$ cat config.mk
export PLATFORM = sky130hd
export DESIGN_NAME = srlat_bank
export DESIGN_NICKNAME = d
export VERILOG_FILES = /design/src/rtl/srlat_pkg.sv /design/src/rtl/srlat_chan.sv /design/src/rtl/srlat_bank.sv
export SDC_FILE = /design/constraint.sdc
export NUM_CORES = 1
export LEC_CHECK = 0
export BUFFER_PORTS_ARGS = -buffer_cell sky130_fd_sc_hd__buf_2
export CAP_MARGIN = 15
export CORE_ASPECT_RATIO = 1.4
export CORE_MARGIN = 1.5
export CORE_UTILIZATION = 45
export DETAILED_ROUTE_END_ITERATION = 6
export PLACE_DENSITY = 0.8
export SLEW_MARGIN = 10
export SYNTH_ARGS = -nofsm -noshare
export SYNTH_HDL_FRONTEND = slang
export SYNTH_SLANG_ARGS = --single-unit
$ cat constraint.sdc
create_clock -name clk -period 3.5 [get_ports clk]
set_input_delay 0.525 -clock clk [delete_from_list [all_inputs] [get_ports clk]]
set_output_delay 0.525 -clock clk [all_outputs]
set_load 0.03 [all_outputs]
$ cat src/rtl/srlat_pkg.sv
// Shared encodings and helpers for the srlat storage bank.
// Polarity and priority encodings are single bits so they compare directly against pins.
package srlat_pkg;

    localparam bit POL_HIGH = 1'b1;
    localparam bit POL_LOW  = 1'b0;

    localparam bit PRIO_CLR = 1'b1;
    localparam bit PRIO_SET = 1'b0;

    // Width of an age counter that must hold values 0..stale_max inclusive.
    function automatic int age_w(input int stale_max);
        return (stale_max < 1) ? 1 : $clog2(stale_max + 1);
    endfunction

endpackage

$ cat src/rtl/srlat_chan.sv
// One storage channel: WIDTH-bit register with clear/set/load priority,
// a saturating age counter, a stale flag and a set/clr conflict pulse.
module srlat_chan
    import srlat_pkg::*;
#(
    parameter int              WIDTH        = 8,
    parameter bit              EN_POL       = POL_HIGH,
    parameter bit              SET_POL      = POL_HIGH,
    parameter bit              CLR_POL      = POL_HIGH,
    parameter bit              CLR_OVER_SET = PRIO_CLR,
    parameter logic [WIDTH-1:0] INIT        = '0,
    parameter int              STALE_MAX    = 15
) (
    input  logic             clk,
    input  logic             rst,
    input  logic             frz_i,
    input  logic             en_i,
    input  logic             set_i,
    input  logic             clr_i,
    input  logic [WIDTH-1:0] d_i,
    output logic [WIDTH-1:0] q_o,
    output logic             stale_o,
    output logic             conflict_o
);

    localparam int               AGE_W   = age_w(STALE_MAX);
    localparam logic [AGE_W-1:0] AGE_MAX = AGE_W'(STALE_MAX);

    logic             en_act;
    logic             set_act;
    logic             clr_act;
    logic             load_act;
    logic             any_load;

    logic [WIDTH-1:0] q_q,        q_d;
    logic [AGE_W-1:0] age_q,      age_d;
    logic             stale_q,    stale_d;
    logic             conflict_q, conflict_d;

    assign en_act   = (en_i  == EN_POL);
    assign set_act  = (set_i == SET_POL);
    assign clr_act  = (clr_i == CLR_POL);
    assign load_act = en_act & ~frz_i;
    // Any winning action counts as a load, even if it rewrites the same value.
    assign any_load = clr_act | set_act | load_act;

    always_comb begin
        q_d = q_q;
        if (CLR_OVER_SET == PRIO_CLR) begin
            if (clr_act) begin
                q_d = '0;
            end else if (set_act) begin
                q_d = '1;
            end else if (load_act) begin
                q_d = d_i;
            end
        end else begin
            if (set_act) begin
                q_d = '1;
            end else if (clr_act) begin
                q_d = '0;
            end else if (load_act) begin
                q_d = d_i;
            end
        end
    end

    always_comb begin
        age_d = age_q;
        if (any_load) begin
            age_d = '0;
        end else if (age_q != AGE_MAX) begin
            age_d = age_q + AGE_W'(1);
        end
    end

    // Stale is derived from the next age so it is registered alongside it.
    assign stale_d    = (age_d == AGE_MAX);
    assign conflict_d = set_act & clr_act;

    always_ff @(posedge clk) begin
        if (rst) begin
            q_q        <= INIT;
            age_q      <= '0;
            stale_q    <= 1'b0;
            conflict_q <= 1'b0;
        end else begin
            q_q        <= q_d;
            age_q      <= age_d;
            stale_q    <= stale_d;
            conflict_q <= conflict_d;
        end
    end

    assign q_o        = q_q;
    assign stale_o    = stale_q;
    assign conflict_o = conflict_q;

endmodule

$ cat src/rtl/srlat_bank.sv
// N_CH independent clocked storage channels sharing reset and freeze,
// with per-channel age/stale tracking and set/clr conflict reporting.
module srlat_bank
    import srlat_pkg::*;
#(
    parameter int               N_CH         = 4,
    parameter int               WIDTH        = 8,
    parameter bit               EN_POL       = POL_HIGH,
    parameter bit               SET_POL      = POL_HIGH,
    parameter bit               CLR_POL      = POL_HIGH,
    parameter bit               CLR_OVER_SET = PRIO_CLR,
    parameter logic [WIDTH-1:0] INIT         = '0,
    parameter int               STALE_MAX    = 15
) (
    input  logic                    clk,
    input  logic                    rst,
    input  logic                    frz,
    input  logic [N_CH-1:0]         en,
    input  logic [N_CH-1:0]         set,
    input  logic [N_CH-1:0]         clr,
    input  logic [N_CH*WIDTH-1:0]   d,
    output logic [N_CH*WIDTH-1:0]   q,
    output logic [N_CH-1:0]         stale,
    output logic [N_CH-1:0]         conflict
);

    for (genvar gi = 0; gi < N_CH; gi++) begin : g_chan
        srlat_chan #(
            .WIDTH        (WIDTH),
            .EN_POL       (EN_POL),
            .SET_POL      (SET_POL),
            .CLR_POL      (CLR_POL),
            .CLR_OVER_SET (CLR_OVER_SET),
            .INIT         (INIT),
            .STALE_MAX    (STALE_MAX)
        ) u_chan (
            .clk        (clk),
            .rst        (rst),
            .frz_i      (frz),
            .en_i       (en[gi]),
            .set_i      (set[gi]),
            .clr_i      (clr[gi]),
            .d_i        (d[gi*WIDTH +: WIDTH]),
            .q_o        (q[gi*WIDTH +: WIDTH]),
            .stale_o    (stale[gi]),
            .conflict_o (conflict[gi])
        );
    end

endmodule

# Word level (Yosys, flattened, before mapping)
# Cells that the tools add are included.
dict set report totals {
  reg_bits 56
  wordCells 69
  output_inout_bits 40
  in_bits 47
}
dict set report op_classes {
  add_sub_neg 4
  n_eq_ne 8
  reduce_logical 8
  n_mux 16
  n_bitwise 17
}
# operator n
set ops {}
lappend ops {{8-bit 2-to-1 mux} 8}
lappend ops {{4-bit 2-to-1 mux} 8}
lappend ops {{4-bit by 1-bit adder with 4-bit output, second input constant} 4}
lappend ops {{4-bit == test, second input constant} 4}
lappend ops {{4-bit inequality test, second input constant} 4}
lappend ops {{1-bit AND} 8}
lappend ops {{1-bit bitwise OR} 8}
lappend ops {{2-bit nonzero test} 4}
lappend ops {{2-bit OR reduction} 4}
lappend ops {{1-bit NOT} 1}

# Longest topological paths before layout
# Gate-level depths: netlist (run 1).
dict set report logic_depth {
  ltp_word 5
  ltp_mapped 6
  mapped_depth_nobuf 5
}

# Hierarchy
# From an unflattened synthesis (run 1), not the netlist that was laid out.
dict set report unflattened {
  hier_cells 268
  area_unflattened_um2 2477.4
}
# module instances cells_per_inst area_per_inst_um2
set modules_own_cells {}
lappend modules_own_cells {srlat_chan 4 67 619.3}

# Worst setup path before layout (run 1)
# No wires, ideal clock.
dict set report synth_timing {
  path_kind {input port to flip-flop}
  from {input clr[3]}
  to {register g_chan[3].u_chan.stale_q}
  n_path_buf 1
  arrival_ps 1591
  setup_ps 74
  required_ps 3426
  slack_ps 1835
  stages 5
  path_cell_list {or2_1 > buf_6 > or3_4 > a211o_1 > a31oi_1}
}
dict set report synth_via {
  elab_chain_len 4
}
# item line_no
set synth_rtl {}
lappend synth_rtl {{start: declaration} srlat_bank.sv:20} ;# input logic [N_CH-1:0] clr,
lappend synth_rtl {{1-bit bitwise OR (2 in series)} srlat_chan.sv:45} ;# assign any_load = clr_act | set_act | load_act;
lappend synth_rtl {{4-bit 2-to-1 mux} srlat_chan.sv:70} ;# if (any_load) begin
lappend synth_rtl {{4-bit == test} srlat_chan.sv:78} ;# assign stale_d = (age_d == AGE_MAX);
lappend synth_rtl {{end signal: assignment} srlat_chan.sv:90} ;# stale_q <= stale_d;
lappend synth_rtl {{end: declaration} srlat_chan.sv:37} ;# logic stale_q, stale_d;
# Every way passes these cells.
# A chain may end at the register's enable or synchronous reset.

# Worst setup path after layout (run 1)
dict set report layout_timing {
  from {input frz}
  to {register g_chan[0].u_chan.stale_q}
}
dict set report layout_via {
  elab_chain_len 5
}
# item line_no
set layout_rtl {}
lappend layout_rtl {{start: declaration} srlat_bank.sv:17} ;# input logic frz,
lappend layout_rtl {{1-bit NOT} srlat_chan.sv:43} ;# assign load_act = en_act & ~frz_i;
lappend layout_rtl {{1-bit AND} srlat_chan.sv:43}
lappend layout_rtl {{1-bit bitwise OR} srlat_chan.sv:45}
lappend layout_rtl {{4-bit 2-to-1 mux} srlat_chan.sv:70}
lappend layout_rtl {{4-bit == test} srlat_chan.sv:78}
lappend layout_rtl {{end signal: assignment} srlat_chan.sv:90}
lappend layout_rtl {{end: declaration} srlat_chan.sv:37}
# Every way passes these cells.

==> flow_metrics.tcl, run 1 <==
set metrics [dict create \
    synth_fp_nets 324 \
    floorplan.initialDensity_pct 46.7 \
    postCtsSetupRepairBufs 0 \
    timing.rr.end "g_chan[3].u_chan.stale_o" \
    num_rows 31 \
    cts.clk_slew.worst_paths_ns 0.09 \
    ys_async_sr_fraction_pct 0 \
    skew_ns 0.00415 \
    maxCapViolations 0 \
    synth.most_common_cell "dfxtp_1" \
    firstDrtPassIters 4 \
    status "finished, final reports clean" \
    htreeDepth 2 \
    cts-root-buf "clkbuf_8" \
    relSlewSlack_pct 31.2 \
    ios 87 \
    synth.area.top_cells "dfxtp_1 (47%), a211oi_1 (10%), nor2b_1 (9.4%)" \
    yosysSeqAreaShare_pct 46.6 \
    finalSetupTns_ns 0 \
    critPathBufInv 1 \
    grt_overflow 0 \
    min_path_type "input pin to flip-flop" \
    power.leakage_nw 1.33 \
    drt-wirelength-per-cell_um 11.9 \
    nets 397 \
    die_w_um 64.8 \
    synth-edff-count 0 \
    cellPowerDensity_nw_per_um2 411 \
    drtIter0Drc 122 \
    crit_family "simple AND/OR/NAND/NOR gates" \
    finalHoldViolations 0 \
    setup_violations 0 \
    rsz0062_at_grt "no" \
    ys_ff_latch 56 \
    cp_cell_sequence "buf_2, nor2b_1, or3_4, nor2_1, and3_1" \
    fin_crit_ns 1.75 \
    cpPeakStageDelay_ns 0.79 \
    cts_resized 0 \
    gp_congestion 0.800 \
    grt_use_total_pct 18.0 \
    dp_hpwl_mm 3.64 \
    irDropWorstVdd_v 0.000270 \
    r2r_slack_ns 1.98 \
    worst_pin_slew_ns 1.03 \
    cp-startpoint "frz" \
    syn_area_per_cell_um2 8.82 \
    ys_top_cells_by_count "dfxtp_1 (56), nor2_1 (53), nor2b_1 (36), a211oi_1 (33), clkbuf_1 (11)" \
    crit_end "g_chan[0].u_chan.stale_o" \
    critPathKind "input pin to flip-flop" \
    area_growth_syn_to_layout_pct 20.7 \
    synthCells 273 \
    ant_nets 0 \
    cts_tree "done" \
    die_area_um2 5800 \
    grt_pass1_wl_mm 8.27 \
    coreArea_um2 5160 \
    cts_hold_buf 0 \
    cts.sinks 56 \
    fin_util_pct 56.3 \
    syn_area_um2 2410 \
    synth_warnings 0 \
    num_vias 2096 \
    cp.depth 5 \
    antenna_found_initial 0 \
    r2r_start "g_chan[3].u_chan.age_q[0]" \
    port_buffers 86 \
    drv_slew 0 \
    clock.fmax_mhz 572 \
    routed_via_density 5.08 \
    reg2reg_depth 4 \
    layout-drive-gt1-share_pct 29.1 \
    route.detailed.drc 0 \
    grt_max_degree 19 \
    routed_wl_mm 4.90 \
    end_kind "flip-flop" \
    die_h_um 89.5 \
    numCtsBuffers 5 \
    cts_buffer_depth 2 \
    yosys.area.top_type_share_pct 46.6 \
    ys_types 31 \
    grt_pass1_vias 1887 \
    synth_ff_type "dfxtp_1" \
    cp_max_fo 17 \
    crit_slowest_cell "nor2b_1" \
    diodes 0 \
    crit_arrival_ns 1.95 \
    synth_area_leader_cell "dfxtp_1" \
    clk_latency_ns 0.30 \
    finalCritPeriodShare_pct 50.0 \
    cp-start-kind "input pin" \
    crit_required_ns 3.70 \
]
-- worst min path at each step --
stage	startpoint	to	slack, ns	cells after the start
after floorplan	g_chan[2].u_chan.age_q[3]	g_chan[2].u_chan.age_q[3]	0.47	1
after global placement	g_chan[2].u_chan.age_q[3]	g_chan[2].u_chan.age_q[3]	0.50	1
after detailed placement	g_chan[2].u_chan.age_q[3]	g_chan[2].u_chan.age_q[3]	0.51	1
after CTS	clr[0]	g_chan[0].u_chan.conflict_o	0.44	3
after global routing	clr[3]	g_chan[3].u_chan.conflict_o	0.45	3
final	clr[0]	g_chan[0].u_chan.conflict_o	0.44	3
-- area by class of cell --
type	instances	area (um2)
Timing Repair Buffer	89	453
Fill cell	472	2250
Multi-Input combinational cell	194	1160
Sequential cell	56	1120
Tap cell	66	82.6
Clock buffer	8	90.1
-- layer usage --
| layer | vias to the layer above | GRT usage, % | wire (um) |
|---|---|---|---|
| met5 | - | 0 | 0 |
| met4 | 0 | 5.22 | 53 |
| met3 | 6 | 5.92 | 352 |
| met2 | 64 | 30.4 | 2320 |
| met1 | 948 | 21.9 | 2170 |
| li1 | 1078 | - | - |
-- where the power goes --
group	leakage, nW	switching, W	internal (W)
logic	0.827	0.000104	0.0000668
registers	0.458	0.0000117	0.000660
clock network	0.0455	0.000191	0.000162
total	1.33	0.000307	0.000889
-- cells by family after synthesis --
kind of cell    Yosys count  synth area share [%]
compound gates           45                  13.2
xor+xnor                  7                  2.55
fa+ha+maj                 4                  2.08
buf+inv                  23                  5.25
flops                    56                  46.6
mux                       4                  1.66
simple gates            134                  28.7
-- per-stage QoR --
stage,hold WS [ns],cells,area [um2],worst slack (ns),power [W]
2_1_floorplan,0.470,273,2410,1.83,0.000800
3_5_place_dp,0.510,405,2820,1.43,0.000859
4_1_cts,0.439,413,2910,1.74,0.00121
5_1_grt,0.449,413,2910,1.65,0.00125
3_3_place_gp,0.500,405,2820,1.49,0.000855
6_report,0.444,413,2910,1.75,0.00120
-- cells in the final DEF (no fill, tap or decap), types with 2 or more instances in the layout --
master	count
buf_2	86
dfxtp_1	56
nor2_1	53
nor2b_1	36
a211oi_1	33
nand3_1	10
nand2_1	9
nor3_1	7
clkbuf_8	6
a31oi_1	5
xnor2_1	5
mux2i_1	4
ha_1	4
nor3b_1	3
or2_2	3
or3_4	3
a21oi_1	3
o21ai_0	3
buf_4	3
xor2_1	2
and3_1	2
nand2b_1	2
clkbuf_1	2
-- sequential cells by signal, summed over array words and instances, names as in the netlist --
name,cells
g_chan.u_chan.q_o,32
g_chan.u_chan.age_q,16
g_chan.u_chan.conflict_o,4
g_chan.u_chan.stale_o,4
-- worst min-delay path, stage by stage --
cell and delay [ns]:
buf_2 0.10, nand2_1 0.05, nor2_1 0.03
No activity file was read; power rests on OpenSTA's default activity.
==> run 2: changes to the inputs <==
--- a/config.mk
+++ b/config.mk
@@ -9,9 +9,9 @@
 export CAP_MARGIN = 15
 export CORE_ASPECT_RATIO = 1.4
 export CORE_MARGIN = 1.5
-export CORE_UTILIZATION = 45
+export CORE_UTILIZATION = 44
 export DETAILED_ROUTE_END_ITERATION = 6
-export PLACE_DENSITY = 0.8
+export PLACE_DENSITY = 0.81
 export SLEW_MARGIN = 10
 export SYNTH_ARGS = -nofsm -noshare
 export SYNTH_HDL_FRONTEND = slang
==> constraint.sdc (replaced) <==
create_clock -name clk -period 1.6 [get_ports clk]
set_input_delay 0.24 -clock clk [delete_from_list [all_inputs] [get_ports clk]]
set_output_delay 0.24 -clock clk [all_outputs]
set_load 0.03 [all_outputs]
==> run 2 against run 1 <==
Net effect: register-to-register slack worse by 1.9 ns; worst hold slack worse by 0.29 ns; critical path depth down 1; routed wire length up 4.5%; largest power group unchanged; highest routed layer unchanged.
==> flow_metrics.tcl, run 2 (synthesis gave the netlist of run 1 again) <==
set metrics [dict create \
    routed_via_density 5.09 \
    numCtsBuffers 5 \
    num_vias 2142 \
    grt_max_degree 18 \
    rsz0062_at_grt "no" \
    dp.cells 413 \
    cts_hold_buf 0 \
    fin_util_pct 57.3 \
    cts_tree "done" \
    num_rows 31 \
    hold_depth 3 \
    drt-wirelength-per-cell_um 12.1 \
    skew_ns 0.0105 \
    crit_required_ns 1.83 \
    end_kind "flip-flop" \
    seqCellArea_um2 1120 \
    clock.fmax_mhz 667 \
    cts_buffer_depth 2 \
    placed_area_um2 2880 \
    cts.sinks 56 \
    cts-root-buf "clkbuf_8" \
    critPathKind "flip-flop to flip-flop" \
    cp_max_fo 7 \
    fin_crit_ns 1.50 \
    setup_violations 0 \
    area_growth_syn_to_layout_pct 24.5 \
    r2r_slack_ns 0.10 \
    grt_pass1_wl_mm 8.90 \
    floorplan.initialDensity_pct 46.0 \
    drtIter0Drc 41 \
    finalSetupTns_ns 0 \
    dp_hpwl_mm 3.88 \
    cp-start-kind "flip-flop" \
    cts_resized 0 \
    final_common_cell "buf_2" \
    coreArea_um2 5240 \
    relSlewSlack_pct 81.0 \
    postCtsSetupRepairBufs 0 \
    power.leakage_nw 1.39 \
    die_w_um 65.5 \
    fillers 503 \
    status "finished, final reports clean" \
    gp_congestion 0.850 \
    crit_arrival_ns 1.73 \
    grt_pass1_vias 2102 \
    clk_latency_ns 0.30 \
    routed_wl_mm 5.11 \
    firstDrtPassIters 4 \
    cellPowerDensity_nw_per_um2 940 \
    cts.clk_slew.worst_paths_ns 0.10 \
    irDropWorstVdd_v 0.000652 \
    finalHoldViolations 0 \
    drv_slew 0 \
    finalCritPeriodShare_pct 93.7 \
    port_buffers 86 \
    die_area_um2 5930 \
    grt_use_total_pct 18.6 \
    nets 405 \
    htreeDepth 2 \
    mostFrequentLayoutCells "buf_2 (86), dfxtp_1 (56), nor2_1 (53)" \
    diodes 0 \
    stdcell_area_um2 3000 \
    layout-drive-gt1-share_pct 31.3 \
    maxCapViolations 0 \
    die_h_um 90.5 \
    route.detailed.drc 0 \
    ios 87 \
    final_cells 421 \
    antenna_found_initial 0 \
    worst_pin_slew_ns 0.281 \
    largest_register_ffs 32 \
    reg2reg_depth 4 \
    min_path_type "input pin to flip-flop" \
    grt_overflow 0 \
    ant_nets 0 \
    multiInputGateArea_um2 1160 \
]
[run 2: cell types whose count changed in the layout (fill, tap and decap cells not counted), sizes merged]
cell / delta
buf: +8
bufinv: +1
clkinv: +1
clkbuf: -2
[run 2: power breakdown]
part	switching, W	internal [W]
Clock	0.000447	0.000512
Combinational	0.000234	0.000158
Sequential	0.0000232	0.00144
[run 2: routing by layer]
metal / GRT usage, % / vias to the layer above / routed length (um) / part of all wire, %
met5: 0 / - / 0 / 0
met3: 3.87 / 6 / 258 / 5.0
met4: 5.90 / 0 / 65 / 1.3
met2: 33.6 / 51 / 2650 / 52
li1: - / 1092 / - / -
met1: 21.2 / 993 / 2140 / 42
[run 2: path summary, 6_finish.rpt]
kind	from	end
worst max-delay path	g_chan[3].u_chan.age_q[1]	g_chan[3].u_chan.stale_o
worst max register to register	g_chan[3].u_chan.age_q[1]	g_chan[3].u_chan.stale_o
worst min register to register	g_chan[2].u_chan.age_q[3]	g_chan[2].u_chan.age_q[3]
worst min-delay path	clr[2]	g_chan[2].u_chan.conflict_o
[run 2: area by class of cell]
class / count / area share, %
Clock buffer: 6 / 2.75
Multi-Input combinational cell: 194 / 38.7
Timing Repair Buffer: 97 / 17.1
Sequential cell: 56 / 37.4
Clock inverter: 2 / 1.29
Tap cell: 66 / 2.75
[run 2: through the flow]
stage               hold slack (ns)  power, W  setup WS (ns)
floorplan                     0.312   0.00175          0.220
global placement              0.471   0.00189          0.164
detailed placement            0.479   0.00189          0.118
CTS                           0.150   0.00285          0.141
global route                  0.154   0.00295         0.0201
finish                        0.159   0.00282          0.101
[run 2: critical path, stage by stage, from the launching register on]
cell     delay (ns)
dfxtp_1        0.42
ha_1           0.34
nand3_1        0.19
a211o_1        0.33
a31oi_1        0.14
